`src/rtl/trace_capture_if.sv`:
```
// Monitored-bus, control and readout signals of the trace_capture debug block.
// The slave modport is the capture block's view; the master modport is the host's view.
interface trace_capture_if #(
  parameter int unsigned WIDTH    = 32,
  parameter int unsigned CHANNELS = 4,
  parameter int unsigned SEL_W    = 4,
  parameter int unsigned ADDR_W   = 4
);
  logic [CHANNELS*WIDTH-1:0] ch_data;
  logic [SEL_W-1:0]          sel;
  logic [1:0]                mode;
  logic [WIDTH-1:0]          match_val;
  logic                      arm;
  logic                      stop;
  logic [WIDTH-1:0]          live_out;
  logic [ADDR_W-1:0]         rd_addr;
  logic [WIDTH-1:0]          rd_data;
  logic [ADDR_W:0]           count;
  logic                      busy;
  logic                      done;
  logic                      wrapped;

  modport master (
    output ch_data, sel, mode, match_val, arm, stop, rd_addr,
    input  live_out, rd_data, count, busy, done, wrapped
  );

  modport slave (
    input  ch_data, sel, mode, match_val, arm, stop, rd_addr,
    output live_out, rd_data, count, busy, done, wrapped
  );
endinterface

```
`src/rtl/trace_capture.sv`:
```
// Selectable debug channel with a registered live view and a DEPTH-entry trace RAM
// recorded under arm/stop/trigger control, read back oldest-first.
module trace_capture #(
  parameter int unsigned WIDTH    = 32,
  parameter int unsigned CHANNELS = 4,
  parameter int unsigned SEL_W    = 4,
  parameter int unsigned ADDR_W   = 4,
  parameter bit          WRAP     = 1'b0
) (
  input logic            clk,
  input logic            reset,
  trace_capture_if.slave bus
);
  localparam int unsigned     DEPTH = 2 ** ADDR_W;
  localparam logic [ADDR_W:0] FULL  = (ADDR_W + 1)'(DEPTH);

  typedef enum logic [1:0] {IDLE, ARMED, CAPTURE, DONE} state_t;

  state_t             state;
  logic [SEL_W-1:0]   lat_sel;
  logic [1:0]         lat_mode;
  logic [WIDTH-1:0]   lat_match;
  logic [WIDTH-1:0]   prev_val;
  logic               first;
  logic [ADDR_W-1:0]  wptr;
  logic [ADDR_W:0]    count_q;
  logic               wrapped_q;
  logic               busy_q;
  logic               done_q;
  logic [WIDTH-1:0]   live_q;
  logic [WIDTH-1:0]   rd_q;
  logic [WIDTH-1:0]   mem [DEPTH];

  logic [WIDTH-1:0]   cur_val;
  logic               arm_go;
  logic               wr_en;
  logic [ADDR_W-1:0]  rd_phys;

  function automatic logic [WIDTH-1:0] pick(input logic [CHANNELS*WIDTH-1:0] d,
                                            input logic [SEL_W-1:0] s);
    logic [WIDTH-1:0] r;
    r = '0;
    for (int unsigned k = 0; k < CHANNELS; k++)
      if (32'(s) == k) r = d[k*WIDTH +: WIDTH];
    return r;
  endfunction

  // arm or stop in a cycle always pre-empts that cycle's write.
  always_comb begin
    cur_val = pick(bus.ch_data, lat_sel);
    arm_go  = bus.arm & ~bus.stop;
    wr_en   = 1'b0;
    if (!bus.arm && !bus.stop) begin
      case (state)
        ARMED:   wr_en = (cur_val == lat_match);
        CAPTURE: wr_en = (lat_mode != 2'd1) || first || (cur_val != prev_val);
        default: wr_en = 1'b0;
      endcase
    end
    rd_phys = wrapped_q ? wptr + bus.rd_addr : bus.rd_addr;
  end

  always_ff @(posedge clk) begin
    if (wr_en) mem[wptr] <= cur_val;
  end

  always_ff @(posedge clk or posedge reset) begin
    if (reset) begin
      state     <= IDLE;
      lat_sel   <= '0;
      lat_mode  <= '0;
      lat_match <= '0;
      prev_val  <= '0;
      first     <= 1'b0;
      wptr      <= '0;
      count_q   <= '0;
      wrapped_q <= 1'b0;
      busy_q    <= 1'b0;
      done_q    <= 1'b0;
      live_q    <= '0;
      rd_q      <= '0;
    end else begin
      live_q <= pick(bus.ch_data, bus.sel);
      rd_q   <= ({1'b0, bus.rd_addr} >= count_q) ? '0 : mem[rd_phys];

      // An accepted arm starts afresh from any state, including mid-capture.
      if (arm_go) begin
        lat_sel   <= bus.sel;
        lat_mode  <= bus.mode;
        lat_match <= bus.match_val;
        first     <= 1'b1;
        wptr      <= '0;
        count_q   <= '0;
        wrapped_q <= 1'b0;
        busy_q    <= 1'b1;
        done_q    <= 1'b0;
        state     <= (bus.mode == 2'd2) ? ARMED : CAPTURE;
      end else if (bus.stop && busy_q) begin
        state  <= DONE;
        busy_q <= 1'b0;
        done_q <= 1'b1;
      end else begin
        if (state == CAPTURE) begin
          prev_val <= cur_val;
          first    <= 1'b0;
        end
        if (wr_en) begin
          wptr <= wptr + 1'b1;
          if (count_q == FULL) wrapped_q <= 1'b1;
          else                 count_q   <= count_q + 1'b1;
          if (!WRAP && (count_q + 1'b1 == FULL)) begin
            state  <= DONE;
            busy_q <= 1'b0;
            done_q <= 1'b1;
          end else begin
            state <= CAPTURE;
          end
        end
      end
    end
  end

  assign bus.live_out = live_q;
  assign bus.rd_data  = rd_q;
  assign bus.count    = count_q;
  assign bus.busy     = busy_q;
  assign bus.done     = done_q;
  assign bus.wrapped  = wrapped_q;
endmodule

```
`src/flat_wrapper.sv`:
```
// flat-port wrapper written by rule: the top's interface ports become plain ports
module trace_capture_flat 
#(
  parameter int unsigned WIDTH    = 32,
  parameter int unsigned CHANNELS = 4,
  parameter int unsigned SEL_W    = 4,
  parameter int unsigned ADDR_W   = 4,
  parameter bit          WRAP     = 1'b0
)
  (clk, reset, bus_ch_data, bus_sel, bus_mode, bus_match_val, bus_arm, bus_stop, bus_rd_addr, bus_live_out, bus_rd_data, bus_count, bus_busy, bus_done, bus_wrapped);
  trace_capture_if #(.WIDTH(WIDTH), .CHANNELS(CHANNELS), .SEL_W(SEL_W), .ADDR_W(ADDR_W)) bus_i ();
  input logic clk;
  input logic reset;
  input wire logic [$bits(bus_i.ch_data)-1:0] bus_ch_data;
  input wire logic [$bits(bus_i.sel)-1:0] bus_sel;
  input wire logic [$bits(bus_i.mode)-1:0] bus_mode;
  input wire logic [$bits(bus_i.match_val)-1:0] bus_match_val;
  input wire logic [$bits(bus_i.arm)-1:0] bus_arm;
  input wire logic [$bits(bus_i.stop)-1:0] bus_stop;
  input wire logic [$bits(bus_i.rd_addr)-1:0] bus_rd_addr;
  output wire logic [$bits(bus_i.live_out)-1:0] bus_live_out;
  output wire logic [$bits(bus_i.rd_data)-1:0] bus_rd_data;
  output wire logic [$bits(bus_i.count)-1:0] bus_count;
  output wire logic [$bits(bus_i.busy)-1:0] bus_busy;
  output wire logic [$bits(bus_i.done)-1:0] bus_done;
  output wire logic [$bits(bus_i.wrapped)-1:0] bus_wrapped;
  assign bus_i.ch_data = bus_ch_data;
  assign bus_i.sel = bus_sel;
  assign bus_i.mode = bus_mode;
  assign bus_i.match_val = bus_match_val;
  assign bus_i.arm = bus_arm;
  assign bus_i.stop = bus_stop;
  assign bus_i.rd_addr = bus_rd_addr;
  assign bus_live_out = bus_i.live_out;
  assign bus_rd_data = bus_i.rd_data;
  assign bus_count = bus_i.count;
  assign bus_busy = bus_i.busy;
  assign bus_done = bus_i.done;
  assign bus_wrapped = bus_i.wrapped;
  trace_capture #(.WIDTH(WIDTH), .CHANNELS(CHANNELS), .SEL_W(SEL_W), .ADDR_W(ADDR_W), .WRAP(WRAP)) u_core (.clk(clk), .reset(reset), .bus(bus_i));
endmodule
```
`config.mk`:
```
export PLATFORM = sky130hd
export DESIGN_NAME = trace_capture_flat
export DESIGN_NICKNAME = d
export VERILOG_FILES = /design/src/rtl/trace_capture_if.sv /design/src/rtl/trace_capture.sv /design/src/flat_wrapper.sv
export SDC_FILE = /design/constraint.sdc
export NUM_CORES = 1
export LEC_CHECK = 0
export CORE_MARGIN = 8
export CORE_UTILIZATION = 25
export CTS_BUF_LIST = sky130_fd_sc_hd__clkbuf_16
export DETAILED_ROUTE_END_ITERATION = 10
export PLACE_DENSITY = 0.53
export SLEW_MARGIN = 20
export SYNTH_ARGS = -nofsm -noshare
export SYNTH_HDL_FRONTEND = slang
export SYNTH_SLANG_ARGS = --single-unit
```
`constraint.sdc`:
```
create_clock -name clk -period 7.14 [get_ports clk]
set_input_delay 1.428 -clock clk [delete_from_list [all_inputs] [get_ports clk]]
set_output_delay 1.428 -clock clk [all_outputs]
set_load 0.05 [all_outputs]
```
---- Word-level counts from Yosys, hierarchy flattened ----
Memory sizes are Yosys's and may differ from the RTL's.
Index checks and enable logic that the tools add are counted.
cells by class
  add/subtract/negate cells ............... 3
  order comparisons ....................... 1
  equal/unequal tests ..................... 16
  multiplexer cells ....................... 41
  bitwise logic cells ..................... 4
  reduce and logical (&&, ||, !) cells .... 19
operators by type and width
  operator                                                                 count
  32-bit 2-to-1 mux                                                        9
  32-bit == test                                                           1
  32-bit inequality test                                                   1
  5-bit 2-to-1 mux                                                         4
  1-bit 2-to-1 mux                                                         19
  4-bit by 2-bit == test with 1-bit output, second input constant          4
  4-bit 2-to-1 mux                                                         4
  5-bit == test, second input constant                                     2
  3-bit AND reduction                                                      3
  4-bit by 1-bit == test with 1-bit output, second input constant          2
  4-bit zero test                                                          2
  2-bit 2-to-1 mux                                                         4
  2-bit by 1-bit inequality test with 1-bit output, second input constant  3
  2-bit AND reduction                                                      3
  2-bit nonzero test                                                       3
  3-bit nonzero test                                                       2
  5-bit by 1-bit adder with 5-bit output, second input constant            1
  4-bit by 5-bit greater-or-equal comparator with 1-bit output             1
  4-bit by 1-bit adder with 4-bit output, second input constant            1
  4-bit adder                                                              1
  2-bit == test, second input constant                                     2
  1-bit inverter                                                           3
  2-bit by 1-bit == test with 1-bit output, second input constant          1
  1-bit logical AND                                                        2
  other kinds (4)                                                          6
storage, ports and cells
  bits in registers ....................... 149
  memory bits (writable) .................. 512
  output and inout port bits .............. 72
  logic and storage cells ................. 98
  memories kept ........................... 1
memory list
  name        depth  bits a word  read ports  clocked after Yosys merged registers in  wr ports  RTL line             RTL
  u_core.mem  16     32           1           0                                        1         trace_capture.sv:32  logic [WIDTH-1:0] mem [DEPTH];

---- Logic depth before layout (Yosys ltp) ----
  depth after elaboration ................. 12
  depth in mapped cells ................... 13
  mapped depth without buffers ............ 11

---- Worst setup path after synthesis ----
OpenSTA, ideal clock, no wires.
  path kind ............................... in2reg
  from .................................... in bus_ch_data[79]
  to ...................................... mem u_core.mem[12][0], enable pin
  data arrival time ....................... 4.947 ns
  data required time ...................... 6.719 ns
  path slack .............................. 1.772 ns
  stages .................................. 10
  path buffers ............................ 1
  cell sequence ........................... mux2i_1 -> a221oi_1 -> o21ba_2 -> nor4_1 -> o2111ai_1 -> nor4_1 -> o21ai_2 -> buf_8 -> nand3_2 -> nor2_1
on the way
  longest elaborated chain between the ends .. 8
  elaborated cells between the ends (all ways) .. 9
  classes of those cells .................. eq/ne: 2; mux: 6; reduce/logical: 1
RTL lines
  item                                        RTL line             RTL
  from (decl)                                 flat_wrapper.sv:14   input wire logic [$bits(bus_i.ch_data)-1:0] bus_ch_data;
  32-bit 2-to-1 mux (*) (2 in series)         trace_capture.sv:44  if (32'(s) == k) r = d[k*WIDTH +: WIDTH];
  net u_core.cur_val[15]                      trace_capture.sv:34  logic [WIDTH-1:0] cur_val;
  32-bit inequality test                      trace_capture.sv:56  CAPTURE: wr_en = (lat_mode != 2'd1) || first || (cur_val != prev_val);
  1-bit logical OR                            trace_capture.sv:56
  1-bit case mux with 2 select lines (*)      trace_capture.sv:54  case (state)
  1-bit 2-to-1 mux (*)                        trace_capture.sv:53  if (!bus.arm && !bus.stop) begin
  1-bit 2-to-1 mux (*)                        trace_capture.sv:64  if (wr_en) mem[wptr] <= cur_val;
  1-bit 2-to-1 mux (implied by the code) (*)  trace_capture.sv:64
  to (decl)                                   trace_capture.sv:32
The timed path passes the listed nets; every way through them passes the cells marked *.

---- Worst setup path in the final report ----
  from .................................... reg u_core.lat_sel[0]
  to ...................................... mem u_core.mem[3][8], enable pin
on the way
  longest elaborated chain between the ends .. 11
  elaborated cells between the ends (all ways) .. 15
  classes of those cells .................. eq/ne: 5; mux: 8; reduce/logical: 2
RTL lines
  item                                        RTL line             RTL
  from (decl)                                 trace_capture.sv:20  logic [SEL_W-1:0] lat_sel;
  from (signal assigned)                      trace_capture.sv:88  lat_sel <= bus.sel;
  4-bit zero test                             trace_capture.sv:44
  32-bit 2-to-1 mux (3 in series)             trace_capture.sv:44
  32-bit 2-to-1 mux (*)                       trace_capture.sv:44
  net u_core.cur_val[26]                      trace_capture.sv:34
  32-bit inequality test                      trace_capture.sv:56
  1-bit logical OR                            trace_capture.sv:56
  1-bit case mux with 2 select lines (*)      trace_capture.sv:54
  1-bit 2-to-1 mux (*)                        trace_capture.sv:53
  1-bit 2-to-1 mux (*)                        trace_capture.sv:64
  1-bit 2-to-1 mux (implied by the code) (*)  trace_capture.sv:64
Marks and branches as above.

==> flow_summary.yaml <==
run_status:
  status: "complete, no violations"
critical_path:
  cp-start-kind: "flip-flop"
  cp.arrival_ns: 5.85
  slowest_stage: "dfrtp_2"
  required_ns: 7.45
  worstSetupEndpointType: "flip-flop"
  crit_family: "simple AND/OR/NAND/NOR gates"
  path_max_fanout: 28
  max_stage_delay_ns: 0.88
  crit_type: "flip-flop to flip-flop"
  path_cells: "buf_4, mux4_2, and2_1, and3_1, o221ai_1, nor4_1, o21ai_2, nor3b_2, and2_2, buf_12"
  critPathBufInv: 2
global_routing:
  grt_pass1_wl_um: 138000
  overflow: 0
  antenna_found_initial: 17
  grt_use_total: 0.143
  first_global_vias: 20233
  grt_start_max_net_pins: 158
floorplanning:
  coreArea_um2: 115000
  rows: 124
  pin_count: 246
  die_h_um: 356
  start_util: 0.252
  dieWidth_um: 356
  die_area_um2: 127000
final_layout:
  area_growth_pct: 23.1
  layout_common_cells: "nand2_1, edfxtp_1, nand3_1"
  drive_above_1_share: 0.0921
  final_cells: 4309
  final_common_cell: "nand2_1"
  fin_util: 0.311
  fin_nets: 2919
synthesis:
  syn-instance-count: 2509
  syn_nets: 2699
  synth_area_um2: 28900
  ys_seq_area_frac: 0.661
  synth_edf_count: 512
  async_reset_ff_frac: 0.225
  yosys_most_used_dff: "edfxtp_1"
  synth-seq-cells: 661
  ys_types: 75
  ys_warn_count: 0
  avgSynthCellArea_um2: 11.5
flow_run:
  cap_viol_max_count: 0
drt:
  drt-pass1-iter-count: 5
  ant_nets: 0
  drt_wl_total_um: 93700
  drc: 0
  wl_per_cell_um: 21.7
  num_vias: 20717
  vias_per_cell: 4.81
  drt-initial-drc-count: 1575
place:
  portBuffers: 245
  post-place-ws_ns: 1.10
  dp_cells: 4167
  place.gp.congestion: 0.828
  dp_hpwl_um: 60200
cts:
  cts.repair.resized: 0
  ctsLongestPathBuffers: 3
  post_cts_buffers: 0
  clkTransAtPathRegs_ns: 0.06
  htreeDepth: 3
  clk_latency_ns: 0.62
  root_buffer: "clkbuf_16"
  cts_hold_buf: 0
  cts_tree: "yes"
  numCtsBuffers: 72
  clock-sinks: 661
power:
  worst_ir_drop_vdd_v: 0.000146
  p_sw_frac: 0.273
  leakagePower_nw: 13.3
  p_comb_frac: 0.144
  powerDensity_nw_per_um2: 263
  power.internal_mw: 6.80
  power_frac_clock: 0.374
  power.switching_mw: 2.56
  seqPwrFrac: 0.482
timing:
  rsz0062_at_grt: "false"
  period_needed_ns: 5.54
  fin_worst_skew_ns: 0.0183
  slew-limit-headroom: 0.249
  setup_violations: 0
  setup_ws_ns: 1.60
  worst_slew_pin_slew_ns: 1.13
  min_period_over_period: 0.776
  timing.fmax_mhz: 180
  hold_viol: 0
  drv_slew: 0
  final.setup.tns_ns: 0
worst_hold_path:
  hold_class: "flip-flop to flip-flop"
[registers in the layout, indices dropped and copies added, names as in the netlist]
name and count:
u_core.bus.busy 1, u_core.bus.count 5, u_core.bus.done 1, u_core.bus.live_out 32, u_core.bus.rd_data 32, u_core.bus.wrapped 1
u_core.first 1, u_core.lat_match 32, u_core.lat_mode 2, u_core.lat_sel 4, u_core.mem 512, u_core.prev_val 32
u_core.state 2, u_core.wptr 4
[stage by stage]
stage	power, mW	hold slack, ns	cell area [µm²]
floorplan	5.35	0.446	28900
global placement	5.94	0.468	33400
detailed placement	5.95	0.489	33400
CTS	9.46	0.504	35600
global route	9.72	0.527	35600
finish	9.36	0.493	35600
[cells in the mapped netlist (8+ instances only)]
master	instances	area (µm²)
o22ai_1	9	56.3
ha_1	15	188
nand2b_1	14	87.6
o21ai_0	116	581
a21oi_1	14	70.1
xor2_1	8	70.1
buf_1	11	41.3
nand3_1	262	1310
o21a_1	12	90.1
clkbuf_1	138	518
mux4_2	29	653
nor3_1	12	60.1
inv_1	48	180
xnor2_1	23	201
mux2i_1	14	140
dfrtp_1	149	3730
and3_1	41	257
a311oi_1	98	858
and2_1	19	119
edfxtp_1	512	15400
mux2_2	21	236
nand2_1	796	2990
nor2_1	31	116
[area by class of cell]
cell class,count,area (µm²)
diodes,8,20.0
clock buffers,73,1830
clock inverters,61,364
fillers,11669,78900
inverters,48,185
multi-input cells,1640,9180
flip-flops and latches,661,19100
well taps,1512,1890
repair buffers,306,3010
[per-layer routing]
metal | GRT usage | part of all wire | vias up
met5 | 0 | 0.00069 | -
met4 | 0.0470 | 0.032 | 10
met3 | 0.0387 | 0.079 | 151
met2 | 0.223 | 0.46 | 703
met1 | 0.193 | 0.43 | 10346
li1 | - | - | 9507
[worst min-delay path, cell delays in order, from the launching register on]
cell and delay, ns:
dfrtp_1 0.34, nand2_1 0.05, nand2_1 0.06
[power groups by stage]
stage	logic, mW	clock network (mW)	registers, mW
2_1_floorplan	0.728	0	4.63
3_3_place_gp	1.35	0	4.59
3_5_place_dp	1.36	0	4.59
4_1_cts	1.36	3.58	4.51
5_1_grt	1.46	3.72	4.53
6_report	1.35	3.50	4.51
[logic make-up (layout without fill, tap and decap cells)]
| group | after synthesis | after routing | share of synthesized area |
|---|---|---|---|
| buffers and inverters | 208 | 488 | 0.0289 |
| multiplexers | 65 | 65 | 0.0361 |
| other | 0 | 8 | 0 |
| XOR/XNOR | 31 | 31 | 0.00939 |
| AO/OA/AOI/OAI | 305 | 305 | 0.0738 |
| flip-flops | 661 | 661 | 0.661 |
| AND/OR/NAND/NOR | 1223 | 1223 | 0.184 |
| adder cells (fa/ha/maj) | 16 | 16 | 0.00718 |
[final timing paths]
check,cells after the start,slack [ns],to,startpoint
setup / recovery,10,1.60,u_core.mem[3][8],u_core.lat_sel[0]
setup reg to reg,10,1.60,u_core.mem[3][8],u_core.lat_sel[0]
hold / removal,2,0.49,u_core.lat_mode[1],u_core.lat_mode[1]
min in group asynchronous,2,1.20,u_core.bus.live_out[1],reset
max in group asynchronous,3,4.70,u_core.bus.rd_data[25],reset
hold reg to reg,2,0.49,u_core.lat_mode[1],u_core.lat_mode[1]
Note: power is estimated with default switching activity, not from simulation.
